===== src/rtl/adder_mult_pkg.sv =====
// adder_mult_pkg: shared definitions for the shift-add multiplier sequencer.
//   CMD_ADD / CMD_SUB : adder_subtracter command codes
//   state_t           : sequencer FSM state encoding
package adder_mult_pkg;

  localparam logic [2:0] CMD_ADD = 3'b000;
  localparam logic [2:0] CMD_SUB = 3'b001;

  typedef enum logic [1:0] {
    S_IDLE = 2'd0,
    S_RUN  = 2'd1,
    S_DONE = 2'd2
  } state_t;

endpackage


===== src/rtl/adder_mult_fsm.sv =====
// adder_mult_fsm: control FSM for the shift-add multiplier.
// Holds the state register, the iteration counter and the registered
// busy/done outputs.
// Ports:
//   clk, reset_n : clock, asynchronous active-low reset
//   start        : request pulse, honoured only in IDLE or DONE
//   bypass       : accepted start should skip RUN and go straight to DONE
//   accept       : start is being accepted this cycle (combinational)
//   last         : current RUN cycle is the final iteration (combinational)
//   busy         : registered, high exactly in RUN
//   done         : registered, high exactly in DONE
module adder_mult_fsm
  import adder_mult_pkg::*;
#(
  parameter int WIDTH = 32,
  parameter int CNT_W = 6
) (
  input  logic clk,
  input  logic reset_n,
  input  logic start,
  input  logic bypass,
  output logic accept,
  output logic last,
  output logic busy,
  output logic done
);

  state_t           state;
  logic [CNT_W-1:0] count;

  assign accept = start && ((state == S_IDLE) || (state == S_DONE));
  assign last   = (state == S_RUN) && (count == CNT_W'(WIDTH - 1));

  always_ff @(posedge clk or negedge reset_n) begin
    if (!reset_n) begin
      state <= S_IDLE;
      count <= '0;
      busy  <= 1'b0;
      done  <= 1'b0;
    end else begin
      case (state)
        S_IDLE, S_DONE: begin
          count <= '0;
          if (start && bypass) begin
            state <= S_DONE;
            busy  <= 1'b0;
            done  <= 1'b1;
          end else if (start) begin
            state <= S_RUN;
            busy  <= 1'b1;
            done  <= 1'b0;
          end else begin
            state <= S_IDLE;
            busy  <= 1'b0;
            done  <= 1'b0;
          end
        end
        S_RUN: begin
          count <= count + 1'b1;
          if (count == CNT_W'(WIDTH - 1)) begin
            state <= S_DONE;
            busy  <= 1'b0;
            done  <= 1'b1;
          end
        end
        default: begin
          state <= S_IDLE;
          count <= '0;
          busy  <= 1'b0;
          done  <= 1'b0;
        end
      endcase
    end
  end

endmodule


===== src/rtl/adder_mult_sequencer.sv =====
// adder_mult_sequencer: multi-cycle unsigned shift-add multiplier that drives
// an external shared adder_subtracter for WIDTH iterations.
// Optional feature: define ADDER_MULT_ZERO_BYPASS_EN to finish immediately
// (product 0, no RUN cycles) when either operand is zero at start.
// Ports:
//   clk, reset_n        : clock, asynchronous active-low reset
//   start, op_a, op_b   : request and operands (captured on acceptance)
//   busy, done, product : status and 2*WIDTH-bit result
//   add_a, add_b, add_cmd : drive the shared adder
//   add_sum, add_carryout : adder results, consumed in the same cycle
module adder_mult_sequencer
  import adder_mult_pkg::*;
#(
  parameter int WIDTH = 32,
  parameter int CNT_W = 6
) (
  input  logic               clk,
  input  logic               reset_n,
  input  logic               start,
  input  logic [WIDTH-1:0]   op_a,
  input  logic [WIDTH-1:0]   op_b,
  output logic               busy,
  output logic               done,
  output logic [2*WIDTH-1:0] product,
  output logic [WIDTH-1:0]   add_a,
  output logic [WIDTH-1:0]   add_b,
  output logic [2:0]         add_cmd,
  input  logic [WIDTH-1:0]   add_sum,
  input  logic               add_carryout
);

  logic [WIDTH-1:0] hi;
  logic [WIDTH-1:0] lo;
  logic [WIDTH-1:0] mcand;
  logic [WIDTH-1:0] hi_next;
  logic [WIDTH-1:0] lo_next;
  logic             accept;
  logic             last;
  logic             bypass;

`ifdef ADDER_MULT_ZERO_BYPASS_EN
  assign bypass = (op_a == '0) || (op_b == '0);
`else
  assign bypass = 1'b0;
`endif

  adder_mult_fsm #(
    .WIDTH(WIDTH),
    .CNT_W(CNT_W)
  ) u_fsm (
    .clk    (clk),
    .reset_n(reset_n),
    .start  (start),
    .bypass (bypass),
    .accept (accept),
    .last   (last),
    .busy   (busy),
    .done   (done)
  );

  // The adder is only driven while the sequence owns it; outside RUN the
  // operands are held at zero.
  assign add_a   = busy ? hi : '0;
  assign add_b   = (busy && lo[0]) ? mcand : '0;
  assign add_cmd = CMD_ADD;

  // {carry, sum, lo} shifted right by one: carry enters the top of hi and
  // the sum's LSB moves into lo as the multiplier bit is consumed.
  assign hi_next = {add_carryout, add_sum[WIDTH-1:1]};
  assign lo_next = {add_sum[0], lo[WIDTH-1:1]};

  always_ff @(posedge clk or negedge reset_n) begin
    if (!reset_n) begin
      hi      <= '0;
      lo      <= '0;
      mcand   <= '0;
      product <= '0;
    end else if (accept) begin
      mcand <= op_a;
      lo    <= op_b;
      hi    <= '0;
      if (bypass) begin
        product <= '0;
      end
    end else if (busy) begin
      hi <= hi_next;
      lo <= lo_next;
      if (last) begin
        product <= {hi_next, lo_next};
      end
    end
  end

endmodule

===== config.mk =====
export PLATFORM = sky130hd
export DESIGN_NAME = adder_mult_sequencer
export DESIGN_NICKNAME = d
export VERILOG_FILES = /design/src/rtl/adder_mult_pkg.sv /design/src/rtl/adder_mult_fsm.sv /design/src/rtl/adder_mult_sequencer.sv
export SDC_FILE = /design/constraint.sdc
export NUM_CORES = 1
export LEC_CHECK = 0
export ABC_AREA = 1
export ABC_CLOCK_PERIOD_IN_PS = 1400
export CORE_MARGIN = 4
export CORE_UTILIZATION = 50
export CTS_CLUSTER_DIAMETER = 80
export DETAILED_ROUTE_END_ITERATION = 6
export DONT_BUFFER_PORTS = 1
export PLACE_DENSITY_LB_ADDON = 0.3
export SYNTH_ARGS = -nofsm -noshare
export SYNTH_HDL_FRONTEND = slang
export SYNTH_SLANG_ARGS = --single-unit

===== constraint.sdc =====
create_clock -name clk -period 1.4 [get_ports clk]
set_input_delay 0.21 -clock clk [delete_from_list [all_inputs] [get_ports clk]]
set_output_delay 0.21 -clock clk [all_outputs]
set_load 0.05 [all_outputs]

==> summary.md <==
| Metric | Value |
|---|---|
| Outcome | finished, violations left |
| Violations in the final reports | hold timing, setup timing |
| Placer congestion estimate | 0.814 |
| Final WL | 27.3 mm |
| Number of synthesized register bits | 169 |
| Clock slew at reported path FFs | 0.07 ns |
| I/O Buffers | 0 |
| Critical Path End Type | output pin |
| Vias | 7308 |
| Final worst-path cycle share | 1.27 |
| Post-layout worst setup margin | -0.374 ns |
| Ports | 233 |
| Initial antenna violation count | 2 |
| DP Wirelength | 13.2 mm |
| P_int | 0.0129 W |
| Clock buffer depth | 2 |
| DRT Pass-1 Iters | 5 |
| Core Area | 14500 sq um |
| DR WL/cell | 21.7 microns |
| Leakage power | 5.26 nW |
| Relative slew slack | 0.602 |
| Pre-CTS WS | -0.0637 ns |
| Crit path required time | 1.19 ns |
| Post-layout util | 0.814 |
| Syn-to-layout area delta | 59.6% |
| # setup viols final | 195 |
| RSZ-0062 raised after global routing | true |
| Initial cell density of the core | 0.510 |
| Via density | 5.81 |
| Sequential share of power | 0.348 |
| Die area | 16800 sq um |
| PD cells | 1960 nW/um^2 |
| Combinational share of power | 0.452 |
| Distinct cells, synth | 21 |
| Sink Count | 169 |
| First-pass GRT wire length | 38.1 mm |
| Final antenna-violating net count | 0 |
| Mapped Cells | 880 |
| Max Slew Vio Count | 0 |
| Clock Power Share | 0.199 |
| Final Hold Viols | 169 |
| Hold Buf Count CTS | 97 |
| Hold_ws | -0.538 ns |
| Minimum clock period | 1.77 ns |
| Slew at the pin with the worst max-slew slack | 0.597 ns |
| H-tree depth | 4 |
| GR Util All Layers | 0.293 |
| Initial DRC Count | 764 |
| Yosys warning total | 0 |
| Leading cell type by number of instances after synthesis | nand2_1 |
| Worst hold path type | input pin to asynchronous set/reset pin |
| CTS tree | built |
| Top cells by count, synth | 326 x nand2_1, 169 x dfrtp_1, 70 x nor2_1 |
| Switching power total | 0.0103 W |
| VDD IR max | 1.54 mV |
| Crit path arrival time | 1.56 ns |
| Largest net degree at the start of global routing | 170 |
| Layout cells sized above 1 | 0.327 |
| Mapped cell area | 7420 sq um |
| Residual DRC | 0 |
| Synth top area share | 0.570 |
| Root Buffer | clkbuf_16 |
| Worst Skew | 0.0127 ns |
| CP Cell Sequence | buf_12 -> nand2_2 -> clkinvlp_4 |
| # placed instances | 1071 |
| Switching Share | 0.445 |
| Sequential share of the synthesized area | 0.570 |
| CTS buffer count | 17 |
| Fmax | 564 MHz |
| Die Wd | 130 microns |
| Top cells by area, synth | dfrtp_1 57%, nand2_1 16%, nand4_1 5.4% |
| Grt total ovfl | 0 |
| Cell taking the most area after synthesis | dfrtp_1 |
| Slowest-stage cell, CP | dfrtp_4 |
| Fin cells | 1257 |
| Number of global-route vias before repair | 7141 |
| Post-Syn Area per Cell | 8.43 sq um |
| Post-synth EDFFs | 0 |
| Tot Pwr | 0.0232 W |
| Most used DFF post-synth | dfrtp_1 |
| Placement row count | 44 |
| Skew-Pair Late Insertion Delay | 0.43 ns |
| CP max stage delay | 0.58 ns |
| Ys async rst share | 1.00 |
| Worst setup SP type | register |
| Crit Path Class | register to output pin |
| Nets | 1159 |
| Chip Height | 130 microns |
| Max-Cap Viols | 0 |
| Crit Path Max Fanout | 14 |
-- cell families (layout without fill, tap and decap cells) --
family	Yosys count	count (layout)	synth area share
compound gates	98	98	0.0712
xor+xnor	2	2	0.00236
fa+ha+maj	1	1	0.00169
buf+inv	137	325	0.0876
flops	169	169	0.570
other cells	1	5	0.000506
simple gates	472	473	0.267
-- final timing paths --
kind	cells after the start	start	slack, ns	endpoint
max in group asynchronous	0	reset_n	1.64	u_fsm.busy
max	3	u_fsm.busy	-0.37	add_a[4]
min reg2reg	2	product[63]	0.51	product[63]
min in group clk	3	start	0.16	lo[2]
min	0	reset_n	-0.54	product[8]
max reg2reg	7	u_fsm.busy	-0.29	product[56]
-- metrics by stage --
step                      cell area [sq um]  TNS, ns
final                                 11800   -43.60
after global routing                  11800   -54.55
after CTS                             11200   -32.65
after detailed placement               8820    -3.09
after global placement                 8820    -1.63
after floorplan                        8020    -5.24
-- registers in the layout, indices dropped and copies added, names as in the netlist --
register,count
product,64
hi,32
lo,32
mcand,32
u_fsm.count,6
u_fsm.busy,1
u_fsm.done,1
u_fsm.state,1
-- power groups by stage --
stage	Sequential, W	Combinational (W)	Clock [W]
after floorplan	0.00772	0.00645	0
after global placement	0.00792	0.00831	0
after detailed placement	0.00791	0.00852	0
after CTS	0.00787	0.00921	0.00465
after global routing	0.00825	0.0112	0.00487
final	0.00809	0.0105	0.00463
-- layout make-up --
type | count | area (sq um)
Multi-Input combinational cell | 577 | 3340
Antenna cell | 2 | 5.00
Fill cell | 834 | 2700
Clock buffer | 18 | 429
Clock inverter | 14 | 141
Tap cell | 184 | 230
Inverter | 70 | 389
Sequential cell | 169 | 4240
Timing Repair Buffer | 223 | 3060
-- repair_timing --
item	CTS	global route
resized for setup	76	122
hold endpoints to repair	298	169
gates cloned	14	11
pin swaps	22	56
setup buffers	22	15
setup endpoints to repair	136	176
-- layout by cell type, fill, tap and decap left out, types with 33 or more instances in the layout --
master,Yosys,final
clkinvlp_4,0,34
nand2_4,0,46
a21oi_1,34,33
buf_12,0,52
nor2_1,70,36
dlygate4sd3_1,0,97
nand2_2,0,66
nor2_4,2,35
dfrtp_1,169,166
o21ai_0,34,33
inv_1,68,35
nand4_1,64,64
nand2_1,326,214
-- routing by layer --
layer  vias to the layer above  global-route usage  part of all wire
met5                         -                   0                 0
met4                         0               0.166             0.052
li1                       3188                   -                 -
met2                       443               0.470              0.50
met3                       117              0.0749             0.085
met1                      3560               0.361              0.36
-- worst max-delay path, delay by kind of cell (launching register included) --
family,cells,cell delay [ns]
buffers and inverters,2,0.45
DFF,1,0.58
and+or+nand+nor,1,0.09
(Power assumes the default switching activity.)
